## config.mk

```make
export PLATFORM = sky130hd
export DESIGN_NAME = sevenseg_scan_driver
export DESIGN_NICKNAME = d
export VERILOG_FILES = /design/src/rtl/sevenseg_pkg.sv /design/src/rtl/bin2bcd_iter.sv /design/src/rtl/sevenseg_scan_driver.sv
export SDC_FILE = /design/constraint.sdc
export NUM_CORES = 1
export LEC_CHECK = 0
export ABC_AREA = 1
export CORE_MARGIN = 2
export CORE_UTILIZATION = 50
export CTS_CLUSTER_DIAMETER = 60
export DETAILED_ROUTE_END_ITERATION = 12
export DONT_BUFFER_PORTS = 1
export GPL_ROUTABILITY_DRIVEN = 0
export GPL_TIMING_DRIVEN = 1
export MAX_ROUTING_LAYER = met4
export PLACE_DENSITY_LB_ADDON = 0.12
export SLEW_MARGIN = 25
export SYNTH_ARGS = -nofsm -noshare
export SYNTH_HDL_FRONTEND = slang
export SYNTH_HIERARCHICAL = 1
export SYNTH_SLANG_ARGS = --single-unit
```

## constraint.sdc

```tcl
create_clock -name clock -period 3.2 [get_ports clock]
set_clock_uncertainty 0.05 [all_clocks]
set_input_delay 0.32 -clock clock [delete_from_list [all_inputs] [get_ports clock]]
set_output_delay 0.32 -clock clock [all_outputs]
set_load 0.005 [all_outputs]
```

## src/rtl/sevenseg_pkg.sv

```systemverilog
// Shared constants and types for the 8-digit multiplexed 7-segment scan driver.
// Segment patterns are active-low in {g,f,e,d,c,b,a} order.
package sevenseg_pkg;

    localparam int NUM_DIGITS = 8;

    localparam logic [6:0] SEG_DASH = 7'h3F;
    localparam logic [6:0] SEG_OFF  = 7'h7F;

    // Entry 15 first so that HEX_SEG[n] is the pattern for nibble n.
    localparam logic [15:0][6:0] HEX_SEG = {
        7'h0E, 7'h06, 7'h21, 7'h46, 7'h03, 7'h08, 7'h10, 7'h00,
        7'h78, 7'h02, 7'h12, 7'h19, 7'h30, 7'h24, 7'h79, 7'h40
    };

    typedef enum logic [1:0] {
        IDLE,
        CONV0,
        CONV1,
        COMMIT
    } conv_state_e;

endpackage

```

## src/rtl/bin2bcd_iter.sv

```systemverilog
// Iterative 14-bit binary to 4-digit BCD converter (shift-and-add-3), one bit per cycle.
// Compiled only when DISP_BCD_EN is defined; done pulses 14 cycles after start.
`ifdef DISP_BCD_EN
module bin2bcd_iter (
    input  logic        clock,
    input  logic        clrn,
    input  logic        start,
    input  logic [13:0] bin,
    output logic [15:0] bcd,
    output logic        done,
    output logic        overflow
);

    logic [13:0] shift_q;
    logic [15:0] bcd_q;
    logic [3:0]  step_cnt;
    logic        busy;

    logic [13:0] src_bin;
    logic [15:0] src_bcd;
    logic [15:0] adj_bcd;
    logic [15:0] next_bcd;
    logic [13:0] next_shift;

    // The start cycle performs the first step on the fresh input, so no idle load cycle is needed.
    always_comb begin
        src_bin = start ? bin : shift_q;
        src_bcd = start ? 16'h0000 : bcd_q;
        adj_bcd = src_bcd;
        for (int d = 0; d < 4; d++) begin
            if (src_bcd[d*4 +: 4] >= 4'd5) begin
                adj_bcd[d*4 +: 4] = src_bcd[d*4 +: 4] + 4'd3;
            end
        end
        next_bcd   = {adj_bcd[14:0], src_bin[13]};
        next_shift = {src_bin[12:0], 1'b0};
    end

    always_ff @(posedge clock or negedge clrn) begin
        if (!clrn) begin
            shift_q  <= '0;
            bcd_q    <= '0;
            step_cnt <= '0;
            busy     <= 1'b0;
            done     <= 1'b0;
            overflow <= 1'b0;
        end else if (start) begin
            shift_q  <= next_shift;
            bcd_q    <= next_bcd;
            step_cnt <= 4'd1;
            busy     <= 1'b1;
            done     <= 1'b0;
            overflow <= (bin > 14'd9999);
        end else if (busy) begin
            shift_q  <= next_shift;
            bcd_q    <= next_bcd;
            step_cnt <= step_cnt + 4'd1;
            busy     <= (step_cnt != 4'd13);
            done     <= (step_cnt == 4'd13);
        end else begin
            done <= 1'b0;
        end
    end

    assign bcd = bcd_q;

endmodule
`endif

```

## src/rtl/sevenseg_scan_driver.sv

```systemverilog
// Scans two CPU output ports onto an 8-digit common-anode display, snapshotting once per frame.
// Define DISP_BCD_EN to show the ports as 4-digit decimal (dashes above 9999) instead of hex.
module sevenseg_scan_driver
    import sevenseg_pkg::*;
#(
    parameter int SCAN_DIV   = 50000,
    parameter int NUM_DIGITS = sevenseg_pkg::NUM_DIGITS
) (
    input  logic        clock,
    input  logic        clrn,
    input  logic [31:0] out_port0,
    input  logic [31:0] out_port1,
    output logic [7:0]  an,
    output logic [6:0]  seg,
    output logic        frame_tick
);

    localparam int PRESC_W = $clog2(SCAN_DIV);
    localparam logic [PRESC_W-1:0] PRESC_LAST = PRESC_W'(SCAN_DIV - 1);

    if (NUM_DIGITS != sevenseg_pkg::NUM_DIGITS) begin : g_bad_digits
        $error("sevenseg_scan_driver: NUM_DIGITS must be 8");
    end
    if (SCAN_DIV < 2 || SCAN_DIV > (1 << 20)) begin : g_bad_div
        $error("sevenseg_scan_driver: SCAN_DIV out of range 2..2^20");
    end

    logic [PRESC_W-1:0] presc_q;
    logic [2:0]         digit_idx;
    logic               digit_wrap;
    logic               boundary;

    logic [15:0] disp0_q, disp1_q;
    logic        dash0_q, dash1_q;

    assign digit_wrap = (presc_q == PRESC_LAST);
    assign boundary   = digit_wrap && (digit_idx == 3'd7);

    always_ff @(posedge clock or negedge clrn) begin
        if (!clrn) begin
            presc_q    <= '0;
            digit_idx  <= '0;
            frame_tick <= 1'b0;
        end else begin
            presc_q    <= digit_wrap ? '0 : presc_q + 1'b1;
            digit_idx  <= digit_wrap ? digit_idx + 3'd1 : digit_idx;
            frame_tick <= boundary;
        end
    end

`ifdef DISP_BCD_EN
    if (SCAN_DIV * 8 < 32) begin : g_bad_bcd_div
        $error("sevenseg_scan_driver: SCAN_DIV*8 must be >= 32 with DISP_BCD_EN");
    end

    conv_state_e state_q, state_d;
    logic        conv_start, conv_done, conv_ovf;
    logic [13:0] conv_in, raw1_q;
    logic [15:0] conv_bcd, pend0_q;
    logic        pend_dash0_q;
    logic        unused_port_bits;

    assign unused_port_bits = ^{out_port0[31:14], out_port1[31:14]};

    // Port 0 goes straight into the converter at the boundary; port 1 waits in raw1_q.
    assign conv_in = (state_q == IDLE) ? out_port0[13:0] : raw1_q;

    bin2bcd_iter u_bin2bcd (
        .clock    (clock),
        .clrn     (clrn),
        .start    (conv_start),
        .bin      (conv_in),
        .bcd      (conv_bcd),
        .done     (conv_done),
        .overflow (conv_ovf)
    );

    always_comb begin
        state_d    = state_q;
        conv_start = 1'b0;
        case (state_q)
            IDLE: begin
                if (boundary) begin
                    conv_start = 1'b1;
                    state_d    = CONV0;
                end
            end
            CONV0: begin
                if (conv_done) begin
                    conv_start = 1'b1;
                    state_d    = CONV1;
                end
            end
            CONV1: begin
                if (conv_done) begin
                    state_d = COMMIT;
                end
            end
            COMMIT:  state_d = IDLE;
            default: state_d = IDLE;
        endcase
    end

    // Both halves are written together in COMMIT so the display never mixes two frames.
    always_ff @(posedge clock or negedge clrn) begin
        if (!clrn) begin
            state_q      <= IDLE;
            raw1_q       <= '0;
            pend0_q      <= '0;
            pend_dash0_q <= 1'b0;
            disp0_q      <= '0;
            disp1_q      <= '0;
            dash0_q      <= 1'b0;
            dash1_q      <= 1'b0;
        end else begin
            state_q <= state_d;
            if (state_q == IDLE && boundary) begin
                raw1_q <= out_port1[13:0];
            end
            if (state_q == CONV0 && conv_done) begin
                pend0_q      <= conv_bcd;
                pend_dash0_q <= conv_ovf;
            end
            if (state_q == COMMIT) begin
                disp0_q <= pend0_q;
                dash0_q <= pend_dash0_q;
                disp1_q <= conv_bcd;
                dash1_q <= conv_ovf;
            end
        end
    end
`else
    logic unused_port_bits;

    assign unused_port_bits = ^{out_port0[31:16], out_port1[31:16]};
    assign dash0_q = 1'b0;
    assign dash1_q = 1'b0;

    always_ff @(posedge clock or negedge clrn) begin
        if (!clrn) begin
            disp0_q <= '0;
            disp1_q <= '0;
        end else if (boundary) begin
            disp0_q <= out_port0[15:0];
            disp1_q <= out_port1[15:0];
        end
    end
`endif

    logic [15:0] cur_word;
    logic        cur_dash;
    logic [3:0]  cur_nib;

    always_comb begin
        cur_word = digit_idx[2] ? disp1_q : disp0_q;
        cur_dash = digit_idx[2] ? dash1_q : dash0_q;
        cur_nib  = cur_word[{digit_idx[1:0], 2'b00} +: 4];
    end

    always_ff @(posedge clock or negedge clrn) begin
        if (!clrn) begin
            an  <= 8'hFF;
            seg <= SEG_OFF;
        end else begin
            an  <= ~(8'b0000_0001 << digit_idx);
            seg <= cur_dash ? SEG_DASH : HEX_SEG[cur_nib];
        end
    end

endmodule

```

==> impl_metrics.csv, run 1 <==
group,metric,value,unit
status,status,"complete, no violations",
placed_design,io_buffers,0,
yosys,synth_cell_types,29,
floorplanning,start_util,0.5242,
placed_design,post-dp-hpwl,4.498,mm
yosys,syn_avg_cell_area,7.819,µm²
yosys,synth_seq_cells,67,
clocking,worstSkewPairLatency,340,ps
sta,rsz0062_at_grt,"false",
drt,first_pass_iters,5,
sta,post-route-min-period,2161,ps
grt,grt.busiest_layer,"met2",
grt,grt_max_degree,68,
grt,grt_use_met2,0.2911,
floorplanning,core,0.006459,mm²
clocking,cts_root_buffer,"clkbuf_8",
drt,wl_per_cell,12.61,µm
drt,remaining_drc_errors,0,
drt,wirelength,6.543,mm
drt,vias,2603,
sta,maxSlewViolCount,0,
grt,gr-usage-all-layers,0.2028,
drt,drt_iter0_drc,141,
floorplanning,io_pins,82,
clocking,cts_tree,"done",
clocking,path_clk_slew,70,ps
grt,grt.overflow.total,0,
grt,grt_pass1_vias,2427,
critical_path,required,3380,ps
critical_path,cp-end-kind,"register",
yosys,ys_warn_count,6,
run,cap_viol_max_count,0,
clocking,cts_made_buffers,9,
sta,period_share,0.6754,
sta,setup_tns,0,ps
grt,use_met1,0.2854,
clocking,cts_buffer_depth,2,
sta,timing_hold_violations_final,0,
power,p_per_area,407.5,mW/mm²
layout,antenna_cells,0,
floorplanning,chipWidth,86.29,µm
grt,grtUsageMet3,0.03238,
clocking,cts_resized,0,
layout,finalNetCount,516,
floorplanning,num_rows,29,
layout,synthToLayoutAreaGrowth,7.243,%
drt,vias_per_cell,5.015,
drt,drtAntennaViolNets,0,
power,leakage,1.924,nW
yosys,synth.yosys.seq_area_share,0.5007,
yosys,synth_cells,433,
yosys,synth_nets,512,
critical_path,path_class,"register to register",
yosys,syn_area,0.003386,mm²
sta,tightestPinTransition,368.0,ps
grt,antenna_found_initial,0,
critical_path,cp.arrival,2340,ps
grt,grt_pass1_wl,11.36,mm
critical_path,critPathMaxFanout,33,
power,power,0.001480,W
floorplanning,dieArea,0.007446,mm²
power,peakVddDrop,0.2428,mV
layout,drive_above_1_share,0.1063,
layout,layout_commonest_cell,"nand2_1",
sta,slew-limit-headroom,0.7524,
critical_path,cp-start-kind,"register",
clocking,clkSinkCount,67,
clocking,cts.htree.levels,3,
sta,setup_viol,0,
floorplanning,fp.dieH,86.29,µm
sta,fmax,462.7,MHz
layout,layout_common_cells,"185 x nand2_1, 52 x dfrtp_1, 45 x inv_1, 41 x nand3_1, 25 x nor2_1",
hold_path,hp-class,"input pin to register",
## timing repair
action                                  in CTS  in global routing
hold buffers                                 2                  0
endpoints found under the setup margin       0                  0
endpoints found under the hold margin       67                  0
buffers inserted                             0                  0
## worst max-delay path, cell delays in order, from the launching register on
cell and delay [ps]:
dfrtp_1 400, ha_1 230, nand2_2 120, nor2_4 50
inv_2 50, nor2_1 50, nand2_2 170, clkinv_4 120
nand2_4 300, clkinv_4 290, nand2_1 160, nand2_1 60
## power by group
part | leakage [nW] | switching [W] | total (W) | internal, W
registers | 0.702 | 0 | 0.000848 | 0.000848
clock network | 0.0828 | 0.000315 | 0.000612 | 0.000297
logic | 1.14 | 0.0000161 | 0.0000204 | 0.00000433
## per-layer routing
metal	routed length (µm)	vias up
met5	0	-
met4	100	0
met3	319	7
met2	2968	71
met1	3155	1196
li1	-	1329
## registers in the layout, indices dropped and copies added (netlist names)
| register | cells |
|---|---|
| digit_idx | 3 |
| disp1_q | 16 |
| disp0_q | 16 |
| an | 8 |
| seg | 7 |
| presc_q | 16 |
| frame_tick | 1 |
## cells in the mapped netlist
master,number,area share
nand2_1,185,0.21
dfrtp_1,52,0.38
inv_1,45,0.050
nand3_1,41,0.061
nor2_1,25,0.028
dfstp_2,15,0.12
ha_1,13,0.048
nor3_1,9,0.013
o21ai_0,6,0.0089
xor2_1,6,0.016
buf_2,5,0.0074
inv_2,5,0.0055
nand2_2,4,0.0074
buf_6,3,0.010
a21oi_1,2,0.0030
clkbuf_1,2,0.0022
clkinv_4,2,0.0052
nand3b_1,2,0.0044
a2bb2oi_1,1,0.0026
buf_4,1,0.0022
clkinv_1,1,0.0011
nand2_4,1,0.0033
nand4_1,1,0.0018
nor2_4,1,0.0033
nor3_2,1,0.0030
nor4_1,1,0.0018
o21ai_1,1,0.0015
or2_2,1,0.0018
xnor2_1,1,0.0026
## cell type report
type,count,area (µm²)
clock buffers,11,141.4
repair buffers,4,52.55
multi-input cells,302,1408
fillers,620,2828
clock inverters,5,28.78
well taps,77,96.34
flip-flops and latches,67,1695
inverters,53,209.0
## path summary, 6_finish.rpt
kind	start	endpoint	slack, ps	cells after the start
setup reg to reg	presc_q[0]	disp0_q[8]	1040	11
hold reg to reg	presc_q[0]	presc_q[0]	410	1
min in group asynchronous	clrn	frame_tick	480	2
max in group asynchronous	clrn	seg[3]	2330	2
setup / recovery	presc_q[0]	disp0_q[8]	1040	11
hold / removal	out_port0[15]	disp0_q[15]	30	2
## kinds of logic (layout without fill, tap and decap cells)
family / count (synthesis) / after routing / synth area share
simple gates: 272 / 272 / 0.3337
buf+inv: 64 / 73 / 0.08352
xor+xnor: 7 / 7 / 0.01811
fa+ha+maj: 13 / 13 / 0.04804
flops: 67 / 67 / 0.5007
compound gates: 10 / 10 / 0.01589
## through the flow
stage	instance area, µm²	hold slack, ps	util	worst slack, ps	instances
5_1_grt	3631	37.11	0.5622	819.2	519
3_3_place_gp	3423	-24.14	0.5300	1053	501
3_5_place_dp	3423	-24.05	0.5300	1025	501
6_report	3631	34.91	0.5622	1039	519
4_1_cts	3631	24.79	0.5622	1013	519
2_1_floorplan	3386	-25.59	-	1465	433
(Power assumes the default switching activity.)
==> inputs of run 2 (changes only) <==
==> constraint.sdc (replaced) <==
create_clock -name clock -period 1.95 [get_ports clock]
set_clock_uncertainty 0.05 [all_clocks]
set_input_delay 0.195 -clock clock [delete_from_list [all_inputs] [get_ports clock]]
set_output_delay 0.195 -clock clock [all_outputs]
set_load 0.005 [all_outputs]
==> run 2 against run 1 <==
Global-route usage rose by 1.9 points; die area is the same; register-to-register slack lost 870 ps; clock-buffer cell count is 3 higher; critical path depth unchanged.
==> impl_metrics.csv, run 2 (synthesis results as in run 1) <==
group,metric,value,unit
layout,fillers,577,
critical_path,cp-end-kind,"register",
critical_path,critPathMaxFanout,13,
floorplanning,core,0.006459,mm²
clocking,worstSkewPairLatency,340,ps
layout,multi_input_area,0.001410,mm²
layout,instances_no_fill,560,
clocking,cts_made_buffers,9,
critical_path,rrSetupSlack,170,ps
critical_path,crit_path_top_delay_cell,"dfrtp_1",
grt,grt_pass1_wl,12.44,mm
power,power,0.002743,W
floorplanning,start_util,0.5242,
sta,period_share,0.9116,
power,sw_frac_of_total,0.1984,
drt,wirelength,7.168,mm
power,clockPowerShare,0.461,
placed_design,post-dp-hpwl,4.705,mm
drt,wl_per_cell,12.80,µm
critical_path,max_stage_delay,410,ps
grt,grt.overflow.total,0,
layout,synthToLayoutAreaGrowth,20.51,%
sta,rsz0062_at_grt,"false",
power,p_int,0.002199,W
clocking,cts_buffer_depth,2,
critical_path,reg2regPathDepth,11,
placed_design,dp_cells,510,
power,p_per_area,672.3,mW/mm²
floorplanning,chipWidth,86.29,µm
sta,slew-limit-headroom,0.7734,
power,p_seq_frac,0.507,
layout,top_regs,"disp0_q (16), disp1_q (16), presc_q (16)",
run,cap_viol_max_count,0,
power,leakage,2.124,nW
sta,post-route-min-period,1778,ps
drt,remaining_drc_errors,0,
critical_path,reg2reg_to,"seg[2]",
critical_path,cpMostUsedCell,"nand2_1",
critical_path,cp.arrival,1990,ps
clocking,cts_tree,"done",
status,status,"complete, no violations",
floorplanning,dieArea,0.007446,mm²
layout,finalNetCount,557,
sta,setup_viol,0,
sta,tightestPinTransition,336.8,ps
layout,layout_commonest_cell,"nand2_1",
drt,vias,2761,
critical_path,r2r-start,"digit_idx[2]",
critical_path,path_class,"register to register",
grt,antenna_found_initial,0,
layout,antenna_cells,0,
clocking,cts.htree.levels,3,
critical_path,path_buf_inv,3,
sta,setup_tns,0,ps
grt,grt_max_degree,68,
drt,first_pass_iters,4,
floorplanning,fp.dieH,86.29,µm
critical_path,crit_family,"simple AND/OR/NAND/NOR gates",
critical_path,worstPathCellList,"inv_1, buf_6, nand2_1, nand2_1, nand2_1, nand3_1, nand2_2, ha_1, inv_1, nand3_1, o21ai_0",
drt,drtAntennaViolNets,0,
clocking,clkSinkCount,67,
critical_path,cp-start-kind,"register",
grt,grt_pass1_vias,2773,
clocking,path_clk_slew,70,ps
floorplanning,io_pins,82,
placed_design,io_buffers,0,
layout,layout_common_cells,"184 x nand2_1, 52 x dfrtp_1, 44 x inv_1, 41 x nand3_1, 33 x dlygate4sd3_1",
drt,drt_iter0_drc,138,
sta,fmax,562.5,MHz
layout,ff_latch_area,0.001695,mm²
power,peakVddDrop,0.4241,mV
hold_path,hp-class,"input pin to asynchronous set/reset pin",
critical_path,required,2170,ps
layout,drive_above_1_share,0.1159,
grt,gr-usage-all-layers,0.2215,
drt,vias_per_cell,4.930,
sta,timing_hold_violations_final,0,
clocking,cts_root_buffer,"clkbuf_8",
power,p_comb_frac,0.031,
floorplanning,num_rows,29,
sta,maxSlewViolCount,0,
power,p_sw,0.0005443,W
layout,fin_util,0.6317,
-- run 2: cell types whose count changed in the layout (fill, tap and decap cells not counted), sizes merged --
cell         delta
dlygate4sd3    +32
buf             +9
clkbuf          +3
clkinv          -3
bufinv          +2
clkinvlp        -2
-- run 2: cell type report --
type                    count  share of cell area
multi-input cells         302              0.3456
flip-flops and latches     67              0.4155
clock buffers              14             0.03741
well taps                  77             0.02361
clock inverters             2             0.01472
repair buffers             45              0.1119
inverters                  53             0.05121
-- run 2: routing by layer --
layer  vias to the layer above  wire length (µm)  track usage  share of wire
met5                         -                 0            -              0
met4                         0               136      0.08949          0.019
met3                        13               252      0.03714          0.035
met2                        65              3503       0.3650           0.49
met1                      1272              3276       0.2730           0.46
li1                       1411                 -            -              -
-- run 2: timing repair --
action,in CTS,in global routing
endpoints found under the setup margin,0,5
endpoints found under the hold margin,99,0
hold buffers,34,0
setup buffers,0,0
resized for setup,0,3
-- run 2: power by group through the flow --
stage | Sequential, W | Combinational, W | Clock (W)
after floorplan | 0.00142 | 0.000000000603 | 0
after global placement | 0.00142 | 0.000000000614 | 0
after detailed placement | 0.00142 | 0.000000000614 | 0
after CTS | 0.00139 | 0.0000865 | 0.00129
after global routing | 0.00139 | 0.0000946 | 0.00135
final | 0.00139 | 0.0000862 | 0.00127
-- run 2: worst max-delay path by stage --
stage                 startpoint  endpoint  slack, ps  depth (start not counted)
global route        digit_idx[2]    seg[2]         10                         11
finish              digit_idx[2]    seg[2]        170                         11
floorplan           digit_idx[2]    seg[5]        220                         12
CTS                 digit_idx[2]    seg[3]         60                         12
detailed placement  digit_idx[2]    seg[3]         70                         12
global placement    digit_idx[2]    seg[3]         90                         12
-- run 2: through the flow --
stage / hold WS [ps] / instance area, µm² / setup WS, ps
floorplan: -150.6 / 3386 / 215.0
global placement: -149.0 / 3503 / 87.84
detailed placement: -149.1 / 3503 / 73.47
CTS: 355.7 / 4074 / 58.02
global route: 369.7 / 4080 / 12.49
finish: 335.3 / 4080 / 172.3
==> inputs of run 3 (changes only) <==
--- a/config.mk
+++ b/config.mk
@@ -5,7 +5,7 @@
 export SDC_FILE = /design/constraint.sdc
 export NUM_CORES = 1
 export LEC_CHECK = 0
-export ABC_AREA = 1
+export ABC_AREA = 0
 export CORE_MARGIN = 2
 export CORE_UTILIZATION = 50
 export CTS_CLUSTER_DIAMETER = 60
==> run 3 against run 2 <==
The run now ends with negative setup slack left; register-to-register slack worse by 320 ps; final cell count is 34% lower; clock power is 15% lower.
==> impl_metrics.csv, run 3 <==
group,metric,value,unit
drt,wl_met3,194,µm
layout,instances_no_fill,372,
drt,wirelength,6.372,mm
floorplanning,chipWidth,83.41,µm
power,clockPowerShare,0.389,
drt,first_pass_iters,5,
sta,slew-limit-headroom,0.7836,
drt,top_layer,"met4",
yosys,synth_cells,231,
grt,grt_max_degree,68,
placed_design,placed_cell_area,0.003383,mm²
clocking,cts_buffer_depth,2,
sta,holdWs,383.9,ps
layout,antenna_cells,0,
drt,drt-met1-wl,2.793,mm
power,p_seq_frac,0.530,
layout,top_regs,"disp0_q (16), disp1_q (16), presc_q (16)",
yosys,synth_common_cells,"52 x dfrtp_1, 35 x mux2_2, 15 x dfstp_2",
clocking,worstSkewPairLatency,320,ps
yosys,syn_avg_cell_area,13.65,µm²
yosys,yosysMostFrequentCell,"dfrtp_1",
layout,layout_common_cells,"51 x dfrtp_1, 34 x mux2_2, 33 x dlygate4sd3_1, 17 x buf_4, 15 x dfstp_2",
sta,tightestPinTransition,320.0,ps
layout,layout_commonest_cell,"dfrtp_1",
layout,stdcell_area,0.004108,mm²
floorplanning,start_util,0.5263,
status,status,"complete, but fails checks",
clocking,cts_tree,"done",
yosys,syn_area,0.003153,mm²
sta,setup_viol,7,
critical_path,required,2160,ps
floorplanning,io_pins,82,
floorplanning,fp.dieH,83.41,µm
placed_design,post-dp-hpwl,3.885,mm
grt,grt_pass1_wl,10.27,mm
placed_design,io_buffers,0,
sta,post-route-min-period,2100,ps
clocking,path_clk_slew,70,ps
yosys,synth_top_area_frac,0.4127,
grt,grt_pass1_vias,2156,
power,leakage,1.798,nW
drt,vias,2025,
layout,finalNetCount,371,
critical_path,cp-end-kind,"register",
grt,grt.overflow.total,0,
power,p_int,0.002180,W
yosys,synth_cell_types,38,
power,p_sw,0.0005920,W
sta,timing_hold_violations_final,0,
sta,fmax,476.1,MHz
yosys,ys_warn_count,6,
floorplanning,num_rows,28,
critical_path,path_class,"register to register",
floorplanning,dieArea,0.006957,mm²
sta,maxSlewViolCount,0,
grt,antenna_found_initial,0,
status,violations,"negative setup slack",
power,peakVddDrop,0.5228,mV
drt,dr_wl_met2,3.294,mm
critical_path,cp-start-kind,"register",
clocking,cts.htree.levels,3,
floorplanning,core,0.005991,mm²
yosys,synthFlopType,"dfrtp_1",
critical_path,cp.arrival,2310,ps
drt,drtAntennaViolNets,0,
layout,fin_util,0.6857,
layout,synthToLayoutAreaGrowth,30.28,%
grt,gr-usage-all-layers,0.1918,
drt,vias_per_cell,5.444,
clocking,cts_made_buffers,9,
sta,rsz0062_at_grt,"true",
yosys,async_flop_share,1.000,
placed_design,place_ws,-157.2,ps
yosys,synth_seq_cells,67,
critical_path,critPathMaxFanout,4,
yosys,synth_edf_count,0,
drt,wl_per_cell,17.13,µm
sta,period_share,1.077,
clocking,clkSinkCount,67,
yosys,synthTopCellsByArea,"dfrtp_1 41%, dfstp_2 13%, mux2_2 13%, ha_1 5.2%, mux4_1 5.0%",
hold_path,hp-class,"input pin to asynchronous set/reset pin",
power,p_comb_frac,0.081,
power,p_per_area,674.9,mW/mm²
drt,remaining_drc_errors,0,
power,sw_frac_of_total,0.2135,
drt,drt_iter0_drc,87,
yosys,synth_top_area_cell,"dfrtp_1",
layout,drive_above_1_share,0.3939,
yosys,synth_nets,310,
yosys,synth.yosys.seq_area_share,0.5377,
sta,finalWorstSetupSlack,-150.2,ps
run,cap_viol_max_count,0,
placed_design,dp_cells,313,
clocking,cts_root_buffer,"clkbuf_8",
==> run 3: metal layers <==
metal  vias to the layer above  track usage
li1                        937            -
met1                      1029       0.2449
met2                        51       0.3057
met3                         8      0.03181
met4                         0      0.08211
met5                         -            -
==> run 3: worst paths after layout <==
kind / from / end / slack, ps / cells past startpoint
min: clrn / presc_q[15] / 380 / 2
max in group asynchronous: clrn / seg[0] / 1160 / 2
min in group clock: presc_q[0] / presc_q[0] / 410 / 1
max reg2reg: digit_idx[2] / seg[0] / -150 / 7
min reg2reg: presc_q[0] / presc_q[0] / 410 / 1
max: digit_idx[2] / seg[0] / -150 / 7
==> run 3: power by group through the flow <==
| stage | Sequential (W) | Clock, W | Combinational, W |
|---|---|---|---|
| finish | 0.00147 | 0.00108 | 0.000224 |
| global route | 0.00147 | 0.00118 | 0.000247 |
| CTS | 0.00147 | 0.00111 | 0.000218 |
| detailed placement | 0.00149 | 0 | 0.000129 |
| global placement | 0.00149 | 0 | 0.000123 |
| floorplan | 0.00149 | 0 | 0.0000954 |
==> run 3: cell type report <==
cell class	count	area [µm²]
fillers	441	1883
flip-flops and latches	67	1697
multi-input cells	143	1421
repair buffers	60	663.1
clock buffers	15	186.4
well taps	75	93.84
inverters	11	41.29
clock inverters	1	5.005
==> run 3: logic make-up (layout without fill, tap and decap cells) <==
group | after synthesis | count (layout) | share of synthesized area
buffers and inverters | 21 | 87 | 0.03016
AND/OR/NAND/NOR | 51 | 51 | 0.08810
flip-flops | 67 | 67 | 0.5377
XOR/XNOR | 13 | 13 | 0.03611
AO/OA/AOI/OAI | 13 | 13 | 0.02738
adder cells (fa/ha/maj) | 13 | 13 | 0.05159
multiplexers | 53 | 53 | 0.2290
==> run 3: repair_timing <==
action,CTS,global route
buffers inserted,1,4
resized for setup,3,12
hold endpoints to repair,99,0
setup endpoints to repair,7,30
hold buffers,34,0
pin swaps,1,3
cloned,0,4
==> run 3: worst max-delay path, cell delays in order (launching register included) <==
cell	delay [ps]
dfrtp_2	430
clkbuf_16	170
mux4_2	530
mux2i_4	230
inv_2	90
ha_4	180
and3_1	140
a211o_1	220
==> run 3: through the flow <==
step,TNS [ps],total power (W)
global placement,-662.5,0.001614
finish,-932.4,0.002772
floorplan,-353.3,0.001581
CTS,-760.4,0.002794
global route,-1425,0.002904
detailed placement,-813.9,0.001623
